File: src/rtl/sram_bus_ctrl_if.sv
// Bundle of the CPU-side request ports and the two SRAM bank pin groups
// handled by sram_bus_ctrl.
//   Core side : if_req/if_addr -> if_rdata/if_ack (fetch, read only)
//               mem_req/mem_we/mem_sel/mem_addr/mem_wdata -> mem_rdata/mem_ack
//   SRAM side : <bank>_ram_addr/be_n/ce_n/oe_n/we_n/wdata/data_oe out,
//               <bank>_ram_rdata in, for bank = base, ext
// Modport slave is the controller's view; master is the core/board view.
interface sram_bus_ctrl_if #(
  parameter int ADDR_W = 20,
  parameter int DATA_W = 32
);
  localparam int SEL_W = DATA_W / 8;

  logic              if_req;
  logic [31:0]       if_addr;
  logic [DATA_W-1:0] if_rdata;
  logic              if_ack;

  logic              mem_req;
  logic              mem_we;
  logic [SEL_W-1:0]  mem_sel;
  logic [31:0]       mem_addr;
  logic [DATA_W-1:0] mem_wdata;
  logic [DATA_W-1:0] mem_rdata;
  logic              mem_ack;

  logic [ADDR_W-1:0] base_ram_addr,  ext_ram_addr;
  logic [SEL_W-1:0]  base_ram_be_n,  ext_ram_be_n;
  logic              base_ram_ce_n,  ext_ram_ce_n;
  logic              base_ram_oe_n,  ext_ram_oe_n;
  logic              base_ram_we_n,  ext_ram_we_n;
  logic [DATA_W-1:0] base_ram_wdata, ext_ram_wdata;
  logic              base_ram_data_oe, ext_ram_data_oe;
  logic [DATA_W-1:0] base_ram_rdata, ext_ram_rdata;

  modport slave (
    input  if_req, if_addr, mem_req, mem_we, mem_sel, mem_addr, mem_wdata,
           base_ram_rdata, ext_ram_rdata,
    output if_rdata, if_ack, mem_rdata, mem_ack,
           base_ram_addr, base_ram_be_n, base_ram_ce_n, base_ram_oe_n,
           base_ram_we_n, base_ram_wdata, base_ram_data_oe,
           ext_ram_addr, ext_ram_be_n, ext_ram_ce_n, ext_ram_oe_n,
           ext_ram_we_n, ext_ram_wdata, ext_ram_data_oe
  );

  modport master (
    output if_req, if_addr, mem_req, mem_we, mem_sel, mem_addr, mem_wdata,
           base_ram_rdata, ext_ram_rdata,
    input  if_rdata, if_ack, mem_rdata, mem_ack,
           base_ram_addr, base_ram_be_n, base_ram_ce_n, base_ram_oe_n,
           base_ram_we_n, base_ram_wdata, base_ram_data_oe,
           ext_ram_addr, ext_ram_be_n, ext_ram_ce_n, ext_ram_oe_n,
           ext_ram_we_n, ext_ram_wdata, ext_ram_data_oe
  );
endinterface

File: src/rtl/sram_bus_ctrl.sv
// Sequenced two-port (fetch / data), two-bank (base / ext) asynchronous SRAM
// controller. One transaction at a time: arbitration in IDLE, then a read
// (RD) or a write (WR_SETUP, WR_PULSE, WR_HOLD), then a one-cycle ack (DONE).
// Ports:
//   clk   : system clock
//   rst_n : asynchronous active-low reset
//   bus   : sram_bus_ctrl_if.slave (core request ports and both SRAM banks)
// Every output comes straight from a flop: strobes are computed from the
// next state and registered together with it.
module sram_bus_ctrl #(
  parameter int ADDR_W      = 20,
  parameter int DATA_W      = 32,
  parameter int WAIT_CYCLES = 1,
  parameter int BANK_BIT    = 22
) (
  input  logic clk,
  input  logic rst_n,
  sram_bus_ctrl_if.slave bus
);
  localparam int         SEL_W  = DATA_W / 8;
  localparam logic [3:0] WAIT_L = 4'(WAIT_CYCLES);

  typedef enum logic [2:0] {
    IDLE     = 3'd0,
    RD       = 3'd1,
    WR_SETUP = 3'd2,
    WR_PULSE = 3'd3,
    WR_HOLD  = 3'd4,
    DONE     = 3'd5
  } state_t;

  state_t            r_state, w_nxt_state;
  logic [3:0]        r_cnt, w_nxt_cnt;
  logic              r_port_mem, w_nxt_port_mem;   // 1 = MEM owns the transaction
  logic              r_last_mem;                   // previous grant went to MEM
  logic              r_bank, w_nxt_bank;           // 1 = ext bank
  logic [SEL_W-1:0]  r_sel, w_nxt_sel;
  logic [ADDR_W-1:0] r_addr;
  logic [DATA_W-1:0] r_wdata;
  logic              w_grant_mem, w_grant_if;

  logic              w_ce_n, w_oe_n, w_we_n, w_doe, w_if_ack, w_mem_ack;
  logic [SEL_W-1:0]  w_be_n;

  logic              r_base_ce_n, r_base_oe_n, r_base_we_n, r_base_doe;
  logic              r_ext_ce_n, r_ext_oe_n, r_ext_we_n, r_ext_doe;
  logic [SEL_W-1:0]  r_base_be_n, r_ext_be_n;
  logic              r_if_ack, r_mem_ack;
  logic [DATA_W-1:0] r_if_rdata, r_mem_rdata;
  logic              w_unused;

  // Address bits outside the word address and bank bit are don't-care.
  assign w_unused = &{1'b0, bus.if_addr, bus.mem_addr};

  // Arbitration, next state and wait counter.
  always_comb begin
    w_nxt_state = r_state;
    w_nxt_cnt   = r_cnt;
    w_grant_mem = 1'b0;
    w_grant_if  = 1'b0;
    case (r_state)
      IDLE: begin
        // MEM has priority, except IF is served right after a MEM grant.
        if (bus.mem_req && !(r_last_mem && bus.if_req)) begin
          w_grant_mem = 1'b1;
          w_nxt_state = bus.mem_we ? WR_SETUP : RD;
          w_nxt_cnt   = WAIT_L;
        end else if (bus.if_req) begin
          w_grant_if  = 1'b1;
          w_nxt_state = RD;
          w_nxt_cnt   = WAIT_L;
        end else begin
          w_nxt_state = IDLE;
        end
      end
      RD: begin
        if (r_cnt == 4'd0) w_nxt_state = DONE;
        else               w_nxt_cnt   = r_cnt - 4'd1;
      end
      WR_SETUP: begin
        w_nxt_state = WR_PULSE;
        w_nxt_cnt   = WAIT_L;
      end
      WR_PULSE: begin
        if (r_cnt == 4'd0) w_nxt_state = WR_HOLD;
        else               w_nxt_cnt   = r_cnt - 4'd1;
      end
      WR_HOLD: w_nxt_state = DONE;
      DONE:    w_nxt_state = IDLE;
      default: w_nxt_state = IDLE;
    endcase
  end

  // Transaction fields as they will be after this edge (needed so the
  // registered strobes line up with the state they belong to).
  always_comb begin
    w_nxt_bank     = r_bank;
    w_nxt_sel      = r_sel;
    w_nxt_port_mem = r_port_mem;
    if (w_grant_mem) begin
      w_nxt_bank     = bus.mem_addr[BANK_BIT];
      w_nxt_sel      = bus.mem_sel;
      w_nxt_port_mem = 1'b1;
    end else if (w_grant_if) begin
      w_nxt_bank     = bus.if_addr[BANK_BIT];
      w_nxt_port_mem = 1'b0;
    end else begin
      w_nxt_port_mem = r_port_mem;
    end
  end

  // Strobe pattern for the next state, before bank steering.
  always_comb begin
    w_ce_n    = 1'b1;
    w_oe_n    = 1'b1;
    w_we_n    = 1'b1;
    w_doe     = 1'b0;
    w_be_n    = {SEL_W{1'b1}};
    w_if_ack  = 1'b0;
    w_mem_ack = 1'b0;
    case (w_nxt_state)
      RD: begin
        w_ce_n = 1'b0;
        w_oe_n = 1'b0;
        w_be_n = {SEL_W{1'b0}};
      end
      WR_SETUP, WR_HOLD: begin
        w_ce_n = 1'b0;
        w_doe  = 1'b1;
        w_be_n = ~w_nxt_sel;
      end
      WR_PULSE: begin
        w_ce_n = 1'b0;
        w_we_n = 1'b0;
        w_doe  = 1'b1;
        w_be_n = ~w_nxt_sel;
      end
      DONE: begin
        if (w_nxt_port_mem) w_mem_ack = 1'b1;
        else                w_if_ack  = 1'b1;
      end
      default: w_ce_n = 1'b1;
    endcase
  end

  // State, transaction latches and registered outputs.
  always_ff @(posedge clk or negedge rst_n) begin
    if (!rst_n) begin
      r_state     <= IDLE;
      r_cnt       <= 4'd0;
      r_port_mem  <= 1'b0;
      r_last_mem  <= 1'b0;
      r_bank      <= 1'b0;
      r_sel       <= {SEL_W{1'b0}};
      r_addr      <= {ADDR_W{1'b0}};
      r_wdata     <= {DATA_W{1'b0}};
      r_base_ce_n <= 1'b1;
      r_base_oe_n <= 1'b1;
      r_base_we_n <= 1'b1;
      r_base_doe  <= 1'b0;
      r_base_be_n <= {SEL_W{1'b1}};
      r_ext_ce_n  <= 1'b1;
      r_ext_oe_n  <= 1'b1;
      r_ext_we_n  <= 1'b1;
      r_ext_doe   <= 1'b0;
      r_ext_be_n  <= {SEL_W{1'b1}};
      r_if_ack    <= 1'b0;
      r_mem_ack   <= 1'b0;
      r_if_rdata  <= {DATA_W{1'b0}};
      r_mem_rdata <= {DATA_W{1'b0}};
    end else begin
      r_state    <= w_nxt_state;
      r_cnt      <= w_nxt_cnt;
      r_port_mem <= w_nxt_port_mem;
      r_bank     <= w_nxt_bank;
      r_sel      <= w_nxt_sel;
      if (w_grant_mem) begin
        r_last_mem <= 1'b1;
        r_addr     <= bus.mem_addr[ADDR_W+1:2];
        r_wdata    <= bus.mem_wdata;
      end else if (w_grant_if) begin
        r_last_mem <= 1'b0;
        r_addr     <= bus.if_addr[ADDR_W+1:2];
      end
      // Only the selected bank sees the strobes; the other stays parked.
      r_base_ce_n <= w_nxt_bank ? 1'b1 : w_ce_n;
      r_base_oe_n <= w_nxt_bank ? 1'b1 : w_oe_n;
      r_base_we_n <= w_nxt_bank ? 1'b1 : w_we_n;
      r_base_doe  <= w_nxt_bank ? 1'b0 : w_doe;
      r_base_be_n <= w_nxt_bank ? {SEL_W{1'b1}} : w_be_n;
      r_ext_ce_n  <= w_nxt_bank ? w_ce_n : 1'b1;
      r_ext_oe_n  <= w_nxt_bank ? w_oe_n : 1'b1;
      r_ext_we_n  <= w_nxt_bank ? w_we_n : 1'b1;
      r_ext_doe   <= w_nxt_bank ? w_doe  : 1'b0;
      r_ext_be_n  <= w_nxt_bank ? w_be_n : {SEL_W{1'b1}};
      r_if_ack    <= w_if_ack;
      r_mem_ack   <= w_mem_ack;
      // Capture read data on the last RD cycle; it holds until the next one.
      if (r_state == RD && r_cnt == 4'd0) begin
        if (r_port_mem) r_mem_rdata <= r_bank ? bus.ext_ram_rdata : bus.base_ram_rdata;
        else            r_if_rdata  <= r_bank ? bus.ext_ram_rdata : bus.base_ram_rdata;
      end
    end
  end

  assign bus.base_ram_addr    = r_addr;
  assign bus.ext_ram_addr     = r_addr;
  assign bus.base_ram_wdata   = r_wdata;
  assign bus.ext_ram_wdata    = r_wdata;
  assign bus.base_ram_ce_n    = r_base_ce_n;
  assign bus.base_ram_oe_n    = r_base_oe_n;
  assign bus.base_ram_we_n    = r_base_we_n;
  assign bus.base_ram_be_n    = r_base_be_n;
  assign bus.base_ram_data_oe = r_base_doe;
  assign bus.ext_ram_ce_n     = r_ext_ce_n;
  assign bus.ext_ram_oe_n     = r_ext_oe_n;
  assign bus.ext_ram_we_n     = r_ext_we_n;
  assign bus.ext_ram_be_n     = r_ext_be_n;
  assign bus.ext_ram_data_oe  = r_ext_doe;
  assign bus.if_ack           = r_if_ack;
  assign bus.mem_ack          = r_mem_ack;
  assign bus.if_rdata         = r_if_rdata;
  assign bus.mem_rdata        = r_mem_rdata;
endmodule

File: src/flat_wrapper.sv
// flat-port wrapper written by rule: the top's interface ports become plain ports
module sram_bus_ctrl_flat 
#(
  parameter int ADDR_W      = 20,
  parameter int DATA_W      = 32,
  parameter int WAIT_CYCLES = 1,
  parameter int BANK_BIT    = 22
)
  (clk, rst_n, bus_if_req, bus_if_addr, bus_mem_req, bus_mem_we, bus_mem_sel, bus_mem_addr, bus_mem_wdata, bus_base_ram_rdata, bus_ext_ram_rdata, bus_if_rdata, bus_if_ack, bus_mem_rdata, bus_mem_ack, bus_base_ram_addr, bus_base_ram_be_n, bus_base_ram_ce_n, bus_base_ram_oe_n, bus_base_ram_we_n, bus_base_ram_wdata, bus_base_ram_data_oe, bus_ext_ram_addr, bus_ext_ram_be_n, bus_ext_ram_ce_n, bus_ext_ram_oe_n, bus_ext_ram_we_n, bus_ext_ram_wdata, bus_ext_ram_data_oe);
  sram_bus_ctrl_if #(.ADDR_W(ADDR_W), .DATA_W(DATA_W)) bus_i ();
  input  logic clk;
  input  logic rst_n;
  input wire logic [$bits(bus_i.if_req)-1:0] bus_if_req;
  input wire logic [$bits(bus_i.if_addr)-1:0] bus_if_addr;
  input wire logic [$bits(bus_i.mem_req)-1:0] bus_mem_req;
  input wire logic [$bits(bus_i.mem_we)-1:0] bus_mem_we;
  input wire logic [$bits(bus_i.mem_sel)-1:0] bus_mem_sel;
  input wire logic [$bits(bus_i.mem_addr)-1:0] bus_mem_addr;
  input wire logic [$bits(bus_i.mem_wdata)-1:0] bus_mem_wdata;
  input wire logic [$bits(bus_i.base_ram_rdata)-1:0] bus_base_ram_rdata;
  input wire logic [$bits(bus_i.ext_ram_rdata)-1:0] bus_ext_ram_rdata;
  output wire logic [$bits(bus_i.if_rdata)-1:0] bus_if_rdata;
  output wire logic [$bits(bus_i.if_ack)-1:0] bus_if_ack;
  output wire logic [$bits(bus_i.mem_rdata)-1:0] bus_mem_rdata;
  output wire logic [$bits(bus_i.mem_ack)-1:0] bus_mem_ack;
  output wire logic [$bits(bus_i.base_ram_addr)-1:0] bus_base_ram_addr;
  output wire logic [$bits(bus_i.base_ram_be_n)-1:0] bus_base_ram_be_n;
  output wire logic [$bits(bus_i.base_ram_ce_n)-1:0] bus_base_ram_ce_n;
  output wire logic [$bits(bus_i.base_ram_oe_n)-1:0] bus_base_ram_oe_n;
  output wire logic [$bits(bus_i.base_ram_we_n)-1:0] bus_base_ram_we_n;
  output wire logic [$bits(bus_i.base_ram_wdata)-1:0] bus_base_ram_wdata;
  output wire logic [$bits(bus_i.base_ram_data_oe)-1:0] bus_base_ram_data_oe;
  output wire logic [$bits(bus_i.ext_ram_addr)-1:0] bus_ext_ram_addr;
  output wire logic [$bits(bus_i.ext_ram_be_n)-1:0] bus_ext_ram_be_n;
  output wire logic [$bits(bus_i.ext_ram_ce_n)-1:0] bus_ext_ram_ce_n;
  output wire logic [$bits(bus_i.ext_ram_oe_n)-1:0] bus_ext_ram_oe_n;
  output wire logic [$bits(bus_i.ext_ram_we_n)-1:0] bus_ext_ram_we_n;
  output wire logic [$bits(bus_i.ext_ram_wdata)-1:0] bus_ext_ram_wdata;
  output wire logic [$bits(bus_i.ext_ram_data_oe)-1:0] bus_ext_ram_data_oe;
  assign bus_i.if_req = bus_if_req;
  assign bus_i.if_addr = bus_if_addr;
  assign bus_i.mem_req = bus_mem_req;
  assign bus_i.mem_we = bus_mem_we;
  assign bus_i.mem_sel = bus_mem_sel;
  assign bus_i.mem_addr = bus_mem_addr;
  assign bus_i.mem_wdata = bus_mem_wdata;
  assign bus_i.base_ram_rdata = bus_base_ram_rdata;
  assign bus_i.ext_ram_rdata = bus_ext_ram_rdata;
  assign bus_if_rdata = bus_i.if_rdata;
  assign bus_if_ack = bus_i.if_ack;
  assign bus_mem_rdata = bus_i.mem_rdata;
  assign bus_mem_ack = bus_i.mem_ack;
  assign bus_base_ram_addr = bus_i.base_ram_addr;
  assign bus_base_ram_be_n = bus_i.base_ram_be_n;
  assign bus_base_ram_ce_n = bus_i.base_ram_ce_n;
  assign bus_base_ram_oe_n = bus_i.base_ram_oe_n;
  assign bus_base_ram_we_n = bus_i.base_ram_we_n;
  assign bus_base_ram_wdata = bus_i.base_ram_wdata;
  assign bus_base_ram_data_oe = bus_i.base_ram_data_oe;
  assign bus_ext_ram_addr = bus_i.ext_ram_addr;
  assign bus_ext_ram_be_n = bus_i.ext_ram_be_n;
  assign bus_ext_ram_ce_n = bus_i.ext_ram_ce_n;
  assign bus_ext_ram_oe_n = bus_i.ext_ram_oe_n;
  assign bus_ext_ram_we_n = bus_i.ext_ram_we_n;
  assign bus_ext_ram_wdata = bus_i.ext_ram_wdata;
  assign bus_ext_ram_data_oe = bus_i.ext_ram_data_oe;
  sram_bus_ctrl #(.ADDR_W(ADDR_W), .DATA_W(DATA_W), .WAIT_CYCLES(WAIT_CYCLES), .BANK_BIT(BANK_BIT)) u_core (.clk(clk), .rst_n(rst_n), .bus(bus_i));
endmodule
File: config.mk
export PLATFORM = sky130hd
export DESIGN_NAME = sram_bus_ctrl_flat
export DESIGN_NICKNAME = d
export VERILOG_FILES = /design/src/rtl/sram_bus_ctrl_if.sv /design/src/rtl/sram_bus_ctrl.sv /design/src/flat_wrapper.sv
export SDC_FILE = /design/constraint.sdc
export NUM_CORES = 1
export LEC_CHECK = 0
export CAP_MARGIN = 20
export CORE_MARGIN = 3
export CORE_UTILIZATION = 30
export CTS_BUF_LIST = sky130_fd_sc_hd__clkbuf_16
export DETAILED_ROUTE_END_ITERATION = 10
export GPL_TIMING_DRIVEN = 0
export PLACE_DENSITY = 0.62
export SETUP_SLACK_MARGIN = 0.05
export SLEW_MARGIN = 5
export SYNTH_ARGS = -nofsm -noshare
export SYNTH_HDL_FRONTEND = slang
export SYNTH_SLANG_ARGS = --single-unit
File: constraint.sdc
create_clock -name clk -period 3.7 [get_ports clk]
set_input_delay 0.74 -clock clk [delete_from_list [all_inputs] [get_ports clk]]
set_output_delay 0.74 -clock clk [all_outputs]
set_load 0.1 [all_outputs]
* Yosys cells after proc, flatten, opt, wreduce, memory -nomap -nowiden
Cells that the tools add are included.
** Storage, ports and cells
- Input bits :: 169
- Flip-flop bits (word level) :: 148
- Output and inout bits :: 186
** Cells by class
- Add/sub/neg operators :: 1
- Bitwise gates (word level) :: 2
- Reduce and logical (&&, ||, !) cells :: 14
- Muxes and demuxes :: 44
- Eq/ne operators :: 11
** Operator list (number)
- $mux 20 :: 2
- $mux 32 :: 1
- $mux 1 :: 28
- $mux 4 :: 6
- $pmux 3 s5 :: 1
- $eq 3x2->1 const B :: 4
- $pmux 4 s3 :: 1
- $eq 3x3->1 const B :: 3
- $mux 3 :: 3
- $pmux 4 s2 :: 1
- $eq 3x1->1 const B :: 2
- $logic_not 4->1 :: 1
- $not 4->4 :: 1
- $reduce_and 2->1 :: 2
- $reduce_or 4->1 :: 1
- $sub 4x1->4 const B :: 1
- $logic_and 1x1->1 :: 3
- $logic_not 3->1 :: 1
- $ne 3x2->1 const B :: 1
- $reduce_and 3->1 :: 1
- $reduce_bool 3->1 :: 1
- $reduce_or 3->1 :: 1
- $mux 2 :: 1
- $ne 2x2->1 const B :: 1
- other kinds (4) :: 4

* Logic depth before layout (Yosys ltp)
Gate-level depths: netlist of run 1.
- Depth in word-level cells :: 9
- Depth in mapped cells :: 8

* Worst setup path before layout of run 1
No wires, ideal clock.
- Path kind :: register -> output
- From :: reg u_core.r_addr[0] (netlist: u_core.bus.base_ram_addr[0])
- To :: out bus_ext_ram_addr[0]
- Data arrival time :: 1.340 ns
- Setup slack :: 1.620 ns
- Buffers on the path :: 1
- Cell stages (with the launch flop) :: 2
- Data required time :: 2.960 ns
- Path through :: dfrtp_1 -> buf_4
** RTL lines
- start: declaration :: RTL line sram_bus_ctrl.sv:38 : logic [ADDR_W-1:0] r_addr;
- start signal: assignment :: RTL line sram_bus_ctrl.sv:155 : r_addr <= {ADDR_W{1'b0}};
- start signal: assignment :: RTL line sram_bus_ctrl.sv:179 : r_addr <= bus.mem_addr[ADDR_W+1:2];
- start signal: assignment :: RTL line sram_bus_ctrl.sv:183 : r_addr <= bus.if_addr[ADDR_W+1:2];
- end: declaration :: RTL line flat_wrapper.sv:33 : output wire logic [$bits(bus_i.ext_ram_addr)-1:0] bus_ext_ram_addr;
No word-level cell between the ends.

* Final worst setup path of run 1
- From :: reg u_core.r_base_be_n[2] (netlist: u_core.bus.base_ram_be_n[2])
- To :: out bus_base_ram_be_n[2]
** RTL lines
- start: declaration :: RTL line sram_bus_ctrl.sv:47 : logic [SEL_W-1:0] r_base_be_n, r_ext_be_n;
- start signal: assignment :: RTL line sram_bus_ctrl.sv:161 : r_base_be_n <= {SEL_W{1'b1}};
- start signal: assignment :: RTL line sram_bus_ctrl.sv:190 : r_base_be_n <= w_nxt_bank ? {SEL_W{1'b1}} : w_be_n;
- end: declaration :: RTL line flat_wrapper.sv:27 : output wire logic [$bits(bus_i.base_ram_be_n)-1:0] bus_base_ram_be_n;
No word-level cell between the ends.

==> results.cfg, run 1 <==
[floorplanning]
die-area_um2 = 23200
core_region_area_um2 = 20600
placementRows = 52
dieHeight_um = 152
top_level_ports = 355
initial_utilization_pct = 31.2
fp.dieW_um = 152

[detailed_routing]
wl_per_cell_um = 17.8
vias = 5504
via_per_inst = 4.54
initialDrtViolationCount = 209
first_pass_iters = 4
wl_mm = 21.5
drcViolationCount = 0
ant_nets = 0

[timing]
setup_tns_ns = 0
final-setup-viol-count = 0
drv_slew = 0
fin_crit_sh_pct = 77.3
timing.fmax_mhz = 349
rsz0062_at_grt = false
slew_headroom_pct = 28.7
skew_ns = 0.00938
tightest_slew_ns = 1.07
finalCriticalPeriod_ns = 2.86
final_hold_viol_count = 0
fin_ws_ns = 0.838

[placement]
place.gp.congestion = 0.818
placedInstanceArea_um2 = 10100
dp_hpwl_mm = 16.7
port_buffers = 332
pre_cts_slack_ns = 1.02

[cts]
clock-sinks = 148
insertion_delay_ns = 0.42
cts_buffers = 17
cts_resized = 0
htreeDepth = 4
cts_buffer_depth = 2
tritoncts = yes
path_clk_slew_ns = 0.07
cts_setup_buffers = 0
holdBufCountCts = 0
clockRootBuffer = clkbuf_16

[grt]
grt_pass1_vias = 5676
antenna_found_initial = 0
grt-ovfl-total = 0
grt_start_max_net_pins = 79
grt_pass1_wl_mm = 33.5
grtUsageTotal_pct = 18.3

[critical_path]
path_class = flop to primary output
end_kind = primary output
timing.rr.start = u_core.r_cnt[0]$_DFFE_PN0P_
crit_family = buffers and inverters
worst_path_max_delay_cell = clkdlybuf4s50_1
critPathArrivalTime_ns = 2.12
cpPeakStageDelay_ns = 1.19
critPathRequiredTime_ns = 2.96
crit_fanout = 1
crit_start = u_core.bus.base_ram_be_n[2]$_DFF_PN1_
cp.buffers_inverters = 1
start_kind = flop
cp_cell_sequence = clkdlybuf4s50_1

[worst_hold_path]
hold_class = primary input to asynchronous set/reset pin

[final_layout]
nFillCells = 1862
num_antenna_cells = 0
nets = 1099
fin_area_um2 = 10700
syn_to_final_growth_pct = 67.2
drive_gt1_share_pct = 13.8
fin_util_pct = 52.1

[synthesis]
synth-seq-cells = 148
ys_async_sr_fraction_pct = 100
synth_edf_count = 0
synth_warnings = 0
syn_inst = 577
avgSynthCellArea_um2 = 11.1
syn-num-nets = 747
ys.flop_type = dfrtp_1
synth.distinct_cells = 46
synth.cell_area_um2 = 6430
synth-seq-area-share_pct = 57.9

[run_status]
status = complete, no violations

[job]
max-cap-violations = 0
[logic make-up (layout without fill, tap and decap cells)]
kind of cell / count (synthesis) / count (layout) / synth area share (%)
AND/OR/NAND/NOR: 143 / 143 / 10.4
XOR/XNOR: 3 / 3 / 0.409
AO/OA/AOI/OAI: 125 / 125 / 11.0
flip-flops: 148 / 148 / 57.9
multiplexers: 65 / 65 / 10.7
adder cells (fa/ha/maj): 1 / 1 / 0.195
buffers and inverters: 92 / 457 / 9.40
[layer usage]
layer	GRT usage [%]	up-vias	wire length [um]
met5	0	-	0
met4	5.09	0	354
met3	4.35	18	984
met2	32.5	152	11300
met1	22.2	2689	8840
li1	-	2645	-
[cell usage in the layout (no fill, tap or decap), drive strengths merged, types with 26 or more instances in the layout]
cell           instances
mux2i                 33
clkdlybuf4s50        331
buf                   79
mux2                  32
a21oi                 33
clkbuf                26
dfrtp                134
nand2                 63
o21ai                 61
nor2                  43
[cell type report]
cell class / instances / area, um^2 / share of cell area (%)
clock buffer: 17 / 425 / 3.96
clock inverter: 15 / 201 / 1.87
multi-input combinational: 337 / 2100 / 19.5
sequential: 148 / 3720 / 34.6
buffer: 86 / 579 / 5.39
inverter: 6 / 25.0 / 0.233
tap: 270 / 338 / 3.14
timing repair buffer: 333 / 3360 / 31.2
[cell usage after synthesis (2+ instances only)]
library cell / count / area [um^2]
buf_2: 19 / 95.1
and2_1: 2 / 12.5
mux2i_1: 33 / 330
nand3_1: 18 / 90.1
xnor2_1: 3 / 26.3
dfrtp_1: 134 / 3350
or3_1: 2 / 12.5
o21ai_1: 36 / 180
nor2_1: 42 / 158
o21ai_0: 25 / 125
mux2_1: 32 / 360
nor4_1: 2 / 12.5
nor2b_1: 2 / 12.5
buf_4: 52 / 390
inv_1: 5 / 18.8
nor4b_1: 2 / 17.5
clkbuf_1: 9 / 33.8
buf_6: 5 / 56.3
nand2_1: 63 / 236
dfstp_2: 14 / 368
o22ai_1: 20 / 125
a21oi_1: 33 / 165
[sequential cells by signal (all words and copies together), names as in the netlist, 3 cells and up]
register,flops
u_core.bus.base_ram_addr,20
u_core.r_state,3
u_core.bus.base_ram_wdata,32
u_core.bus.mem_rdata,32
u_core.r_sel,4
u_core.bus.ext_ram_be_n,4
u_core.bus.base_ram_be_n,4
u_core.r_cnt,4
u_core.bus.if_rdata,32
[worst paths after layout]
| kind | slack (ns) | endpoint | depth (start not counted) |
|---|---|---|---|
| worst max-delay path | 0.84 | bus_base_ram_be_n[2] | 1 |
| worst min-delay path | 0.25 | u_core.bus.mem_rdata[28]$_DFFE_PN0P_ | 1 |
| worst max register to register | 1.73 | u_core.bus.mem_rdata[3]$_DFFE_PN0P_ | 8 |
| worst min register to register | 0.48 | u_core.bus.if_rdata[10]$_DFFE_PN0P_ | 2 |
| max in group asynchronous | 2.63 | u_core.bus.base_ram_be_n[1]$_DFF_PN1_ | 2 |
| min in group clk | 0.48 | u_core.bus.if_rdata[10]$_DFFE_PN0P_ | 2 |
[through the flow]
stage | std cells | hold slack (ns)
finish | 1212 | 0.254
global route | 1212 | 0.295
CTS | 1212 | 0.288
detailed placement | 1180 | 0.469
global placement | 1179 | 0.462
floorplan | 577 | 0.444
Power of run 1 is not shown: default switching activity piles up to over one toggle a cycle in this logic, so the estimate is an artifact.
==> inputs of run 2 (changes only) <==
==> constraint.sdc (replaced) <==
create_clock -name clk -period 2.64 [get_ports clk]
set_input_delay 0.528 -clock clk [delete_from_list [all_inputs] [get_ports clk]]
set_output_delay 0.528 -clock clk [all_outputs]
set_load 0.1 [all_outputs]
==> run 2 against run 1 <==
  * Wire length is 0.35% higher
  * Via count is 0.40% higher
  * Die area stayed put
  * Cell count stayed put
  * Critical path depth is 1 higher
  * Non-clock buffer count stayed put
  * Worst setup slack worse by 0.75 ns
  * Hold slack worse by 0.21 ns
  * Critical endpoint is now bus_ext_ram_wdata[18]
==> results.cfg, run 2 (synthesis results as in run 1) <==
[timing]
fin_crit_sh_pct = 96.5
tightest_slew_ns = 1.04
skew_ns = 0.00909
final_hold_viol_count = 0
final-setup-viol-count = 0
timing.fmax_mhz = 392
slew_headroom_pct = 30.7
drv_slew = 0
rsz0062_at_grt = false
finalCriticalPeriod_ns = 2.55

[floorplanning]
core_region_area_um2 = 20600
fp.dieW_um = 152
die-area_um2 = 23200
placementRows = 52
initial_utilization_pct = 31.2
top_level_ports = 355
dieHeight_um = 152

[critical_path]
crit_family = buffers and inverters
worstReg2RegEnd = u_core.bus.mem_rdata[3]$_DFFE_PN0P_
crit_cells = 2
timing.rr.start = u_core.r_cnt[0]$_DFFE_PN0P_
cpPeakStageDelay_ns = 1.12
critPathArrivalTime_ns = 2.02
cp_cell_sequence = buf_4 -> clkdlybuf4s50_1
crit_fanout = 3
r2r_slack_ns = 0.66
critPathCapture = bus_ext_ram_wdata[18]
crit_start = u_core.bus.base_ram_wdata[18]$_DFFE_PN0P_
critPathRequiredTime_ns = 2.11
cp.buffers_inverters = 2
end_kind = primary output
path_class = flop to primary output
start_kind = flop
reg2reg_depth = 8
worst_path_max_delay_cell = clkdlybuf4s50_1

[detailed_routing]
first_pass_iters = 6
via_per_inst = 4.56
vias = 5526
drcViolationCount = 0
initialDrtViolationCount = 228
wl_per_cell_um = 17.8
wl_mm = 21.6
ant_nets = 0

[placement]
port_buffers = 332
dp_hpwl_mm = 16.7
placedInstanceArea_um2 = 10100
place.gp.congestion = 0.818

[grt]
grt_pass1_wl_mm = 33.5
grt_start_max_net_pins = 79
antenna_found_initial = 0
grtUsageTotal_pct = 18.3
grt_pass1_vias = 5670
grt-ovfl-total = 0

[cts]
cts_buffers = 17
clockRootBuffer = clkbuf_16
holdBufCountCts = 0
cts_setup_buffers = 0
insertion_delay_ns = 0.42
htreeDepth = 4
cts_buffer_depth = 2
tritoncts = yes
clock-sinks = 148
path_clk_slew_ns = 0.07

[final_layout]
regArea_um2 = 3720
final_common_cell = clkdlybuf4s50_1
drive_gt1_share_pct = 13.8
syn_to_final_growth_pct = 67.8
nFillCells = 1863
num_antenna_cells = 0
layout_common_cells = clkdlybuf4s50_1, dfrtp_1, nand2_1, buf_4, nor2_1
nets = 1099
multi_input_area_um2 = 2100
fin_area_um2 = 10800

[run_status]
status = complete, no violations

[job]
max-cap-violations = 0

[worst_hold_path]
hold_class = primary input to asynchronous set/reset pin
-- run 2: cell types whose count changed in the layout (fill, tap and decap cells not counted) --
cell / previous run / this run
dlygate4sd2_1: 0 / 29
clkdlybuf4s50_1: 331 / 272
dlymetal6s2s_1: 0 / 30
-- run 2: layout make-up --
cell class,count,share of cell area (%)
buffer,86,5.37
clock buffer,17,3.94
clock inverter,15,1.87
inverter,6,0.232
multi-input combinational,337,19.5
sequential,148,34.5
tap,270,3.13
timing repair buffer,333,31.5
-- run 2: per-layer routing --
| metal | part of all wire, % | wire length (um) | track usage (%) |
|---|---|---|---|
| met1 | 41 | 8850 | 22.3 |
| met2 | 52 | 11300 | 32.5 |
| met3 | 4.7 | 1010 | 4.35 |
| met4 | 1.9 | 406 | 5.09 |
| met5 | 0 | 0 | 0 |
-- run 2: how the worst min path moves through the flow --
stage / from / endpoint / slack (ns) / cells after the start
6_report: rst_n / u_core.bus.mem_rdata[28]$_DFFE_PN0P_ / 0.04 / 1
3_3_place_gp: u_core.bus.if_rdata[7]$_DFFE_PN0P_ / u_core.bus.if_rdata[7]$_DFFE_PN0P_ / 0.46 / 2
4_1_cts: rst_n / u_core.bus.mem_rdata[28]$_DFFE_PN0P_ / 0.08 / 1
3_5_place_dp: u_core.bus.if_rdata[7]$_DFFE_PN0P_ / u_core.bus.if_rdata[7]$_DFFE_PN0P_ / 0.47 / 2
2_1_floorplan: rst_n / u_core.bus.base_ram_addr[0]$_DFFE_PN0P_ / 0.23 / 0
5_1_grt: rst_n / u_core.bus.mem_rdata[28]$_DFFE_PN0P_ / 0.08 / 1
-- run 2: metrics by stage --
| stage | TNS, ns | cells | setup WS [ns] | hold WS, ns | util [%] |
|---|---|---|---|---|---|
| 2_1_floorplan | 0 | 577 | 0.772 | 0.232 | - |
| 3_3_place_gp | -752.73 | 1179 | -5.28 | 0.462 | 48.9 |
| 3_5_place_dp | 0 | 1180 | 0.168 | 0.469 | 49.1 |
| 4_1_cts | 0 | 1212 | 0.0504 | 0.0758 | 51.9 |
| 5_1_grt | 0 | 1212 | 0.0522 | 0.0828 | 52.3 |
| 6_report | 0 | 1212 | 0.0913 | 0.0413 | 52.3 |
-- run 2: repair_timing --
item,4_1_cts,5_1_grt
endpoints found under the setup margin,29,30
pin swaps,0,0
gates resized for setup,29,30
gates cloned,0,0
Power of run 2 is left out for the same reason.
==> inputs of run 3 (changes only) <==
--- a/config.mk
+++ b/config.mk
@@ -10,8 +10,9 @@
 export CORE_UTILIZATION = 30
 export CTS_BUF_LIST = sky130_fd_sc_hd__clkbuf_16
 export DETAILED_ROUTE_END_ITERATION = 10
+export DONT_BUFFER_PORTS = 1
 export GPL_TIMING_DRIVEN = 0
-export PLACE_DENSITY = 0.62
+export PLACE_DENSITY = 0.41
 export SETUP_SLACK_MARGIN = 0.05
 export SLEW_MARGIN = 5
 export SYNTH_ARGS = -nofsm -noshare
==> run 3 against run 2 <==
  * The flow now finishes with violations (negative hold slack)
  * Maximum frequency increased by 8.2%
  * Die area unchanged
  * Non-clock buffer count decreased by 333
  * Sequential cell count unchanged
  * Global-route usage decreased by 3.2 points
  * Cell count decreased by 27%
  * Clock-buffer cell count unchanged
  * Worst setup slack improved by 0.19 ns
  * Register-to-register slack got worse by 0.07 ns
  * Wire length decreased by 16%
  * Core utilization decreased by 17 points
  * Clock skew increased by 0.0021 ns
  * Critical path type unchanged
  * Highest routed layer unchanged
==> results.cfg, run 3 (synthesis results as in run 1) <==
[timing]
setup_tns_ns = 0
slew_headroom_pct = 35.7
skew_ns = 0.0112
final_hold_viol_count = 134
holdWs_ns = -0.200
tightest_slew_ns = 0.965
drv_slew = 0
finalCriticalPeriod_ns = 2.35
rsz0062_at_grt = false
timing.fmax_mhz = 425
fin_crit_sh_pct = 89.2
final-setup-viol-count = 0

[detailed_routing]
first_pass_iters = 4
wl_per_cell_um = 20.7
wl_mm = 18.2
initialDrtViolationCount = 187
drcViolationCount = 0
vias = 4330
ant_nets = 0
via_per_inst = 4.93

[critical_path]
timing.rr.start = u_core.r_state[0]$_DFF_PN0_
crit_fanout = 3
critPathArrivalTime_ns = 1.83
path_class = flop to primary output
cp_cell_sequence = buf_4
worst_path_max_delay_cell = dfrtp_1
end_kind = primary output
cp.buffers_inverters = 1
start_kind = flop
crit_start = u_core.bus.base_ram_addr[18]$_DFFE_PN0P_
crit_family = flip-flops
cpPeakStageDelay_ns = 0.97
critPathRequiredTime_ns = 2.11

[run_status]
status = finished with violations
failed_checks = negative hold slack

[floorplanning]
die-area_um2 = 23200
top_level_ports = 355
initial_utilization_pct = 31.2
placementRows = 52
fp.dieW_um = 152
core_region_area_um2 = 20600
dieHeight_um = 152

[cts]
htreeDepth = 4
cts_buffer_depth = 2
clockRootBuffer = clkbuf_16
cts_buffers = 17
clock-sinks = 148
tritoncts = yes
insertion_delay_ns = 0.42
cts_setup_buffers = 0
cts_resized = 0
path_clk_slew_ns = 0.07

[job]
max-cap-violations = 0

[grt]
antenna_found_initial = 0
grt-ovfl-total = 0
grtUsageTotal_pct = 15.1
grt_pass1_vias = 4544
grt_pass1_wl_mm = 27.4
grt_start_max_net_pins = 149

[final_layout]
syn_to_final_growth_pct = 14.7
num_antenna_cells = 0
fin_util_pct = 35.7
nets = 766
layout_common_cells = dfrtp_1, nand2_1, buf_4, nor2_1, o21ai_1
drive_gt1_share_pct = 21.0
fin_area_um2 = 7370
final_common_cell = dfrtp_1

[placement]
place.gp.congestion = 0.762
dp_hpwl_mm = 13.6
placedInstanceArea_um2 = 6760
port_buffers = 0

[worst_hold_path]
hold_class = primary input to asynchronous set/reset pin
## run 3: cell types whose count changed in the layout (fill, tap and decap cells not counted), sizes merged
cell           change
clkdlybuf4s50    -272
dlymetal6s2s      -30
dlygate4sd2       -29
buf                -2
clkinv             +1
bufinv             -1
## run 3: layout make-up
class,count,area [um^2]
clock inverter,15,181
sequential,148,3720
buffer,86,579
fill,2045,13300
inverter,6,25.0
tap,270,338
clock buffer,17,425
multi-input combinational,337,2100
## run 3: routing by layer
layer / GRT usage (%) / vias to the layer above / share of wire [%]
met1: 18.2 / 2144 / 40
met3: 4.35 / 18 / 7.4
met4: 5.09 / 0 / 1.5
met5: 0 / - / 0
li1: - / 1987 / -
met2: 26.2 / 181 / 51
## run 3: path summary, 6_finish.rpt
check                      cells after the start                                        to  slack, ns
min reg2reg                                    1               u_core.r_cnt[0]$_DFFE_PN0P_       0.52
min in group clk                               1  u_core.bus.base_ram_wdata[2]$_DFFE_PN0P_       0.25
min                                            0       u_core.bus.if_rdata[18]$_DFFE_PN0P_      -0.20
max                                            1                      bus_ext_ram_addr[18]       0.29
max in group asynchronous                      0         u_core.bus.ext_ram_oe_n$_DFF_PN1_       2.46
max reg2reg                                    6  u_core.bus.base_ram_addr[19]$_DFFE_PN0P_       0.59
## run 3: metrics by stage
step	setup WS, ns	hold slack (ns)	std cells
2_1_floorplan	0.772	0.232	577
3_3_place_gp	0.624	0.238	847
3_5_place_dp	0.567	0.240	847
4_1_cts	0.232	-0.221	879
5_1_grt	0.221	-0.234	879
6_report	0.285	-0.200	879
Power of run 3 is left out for the same reason.
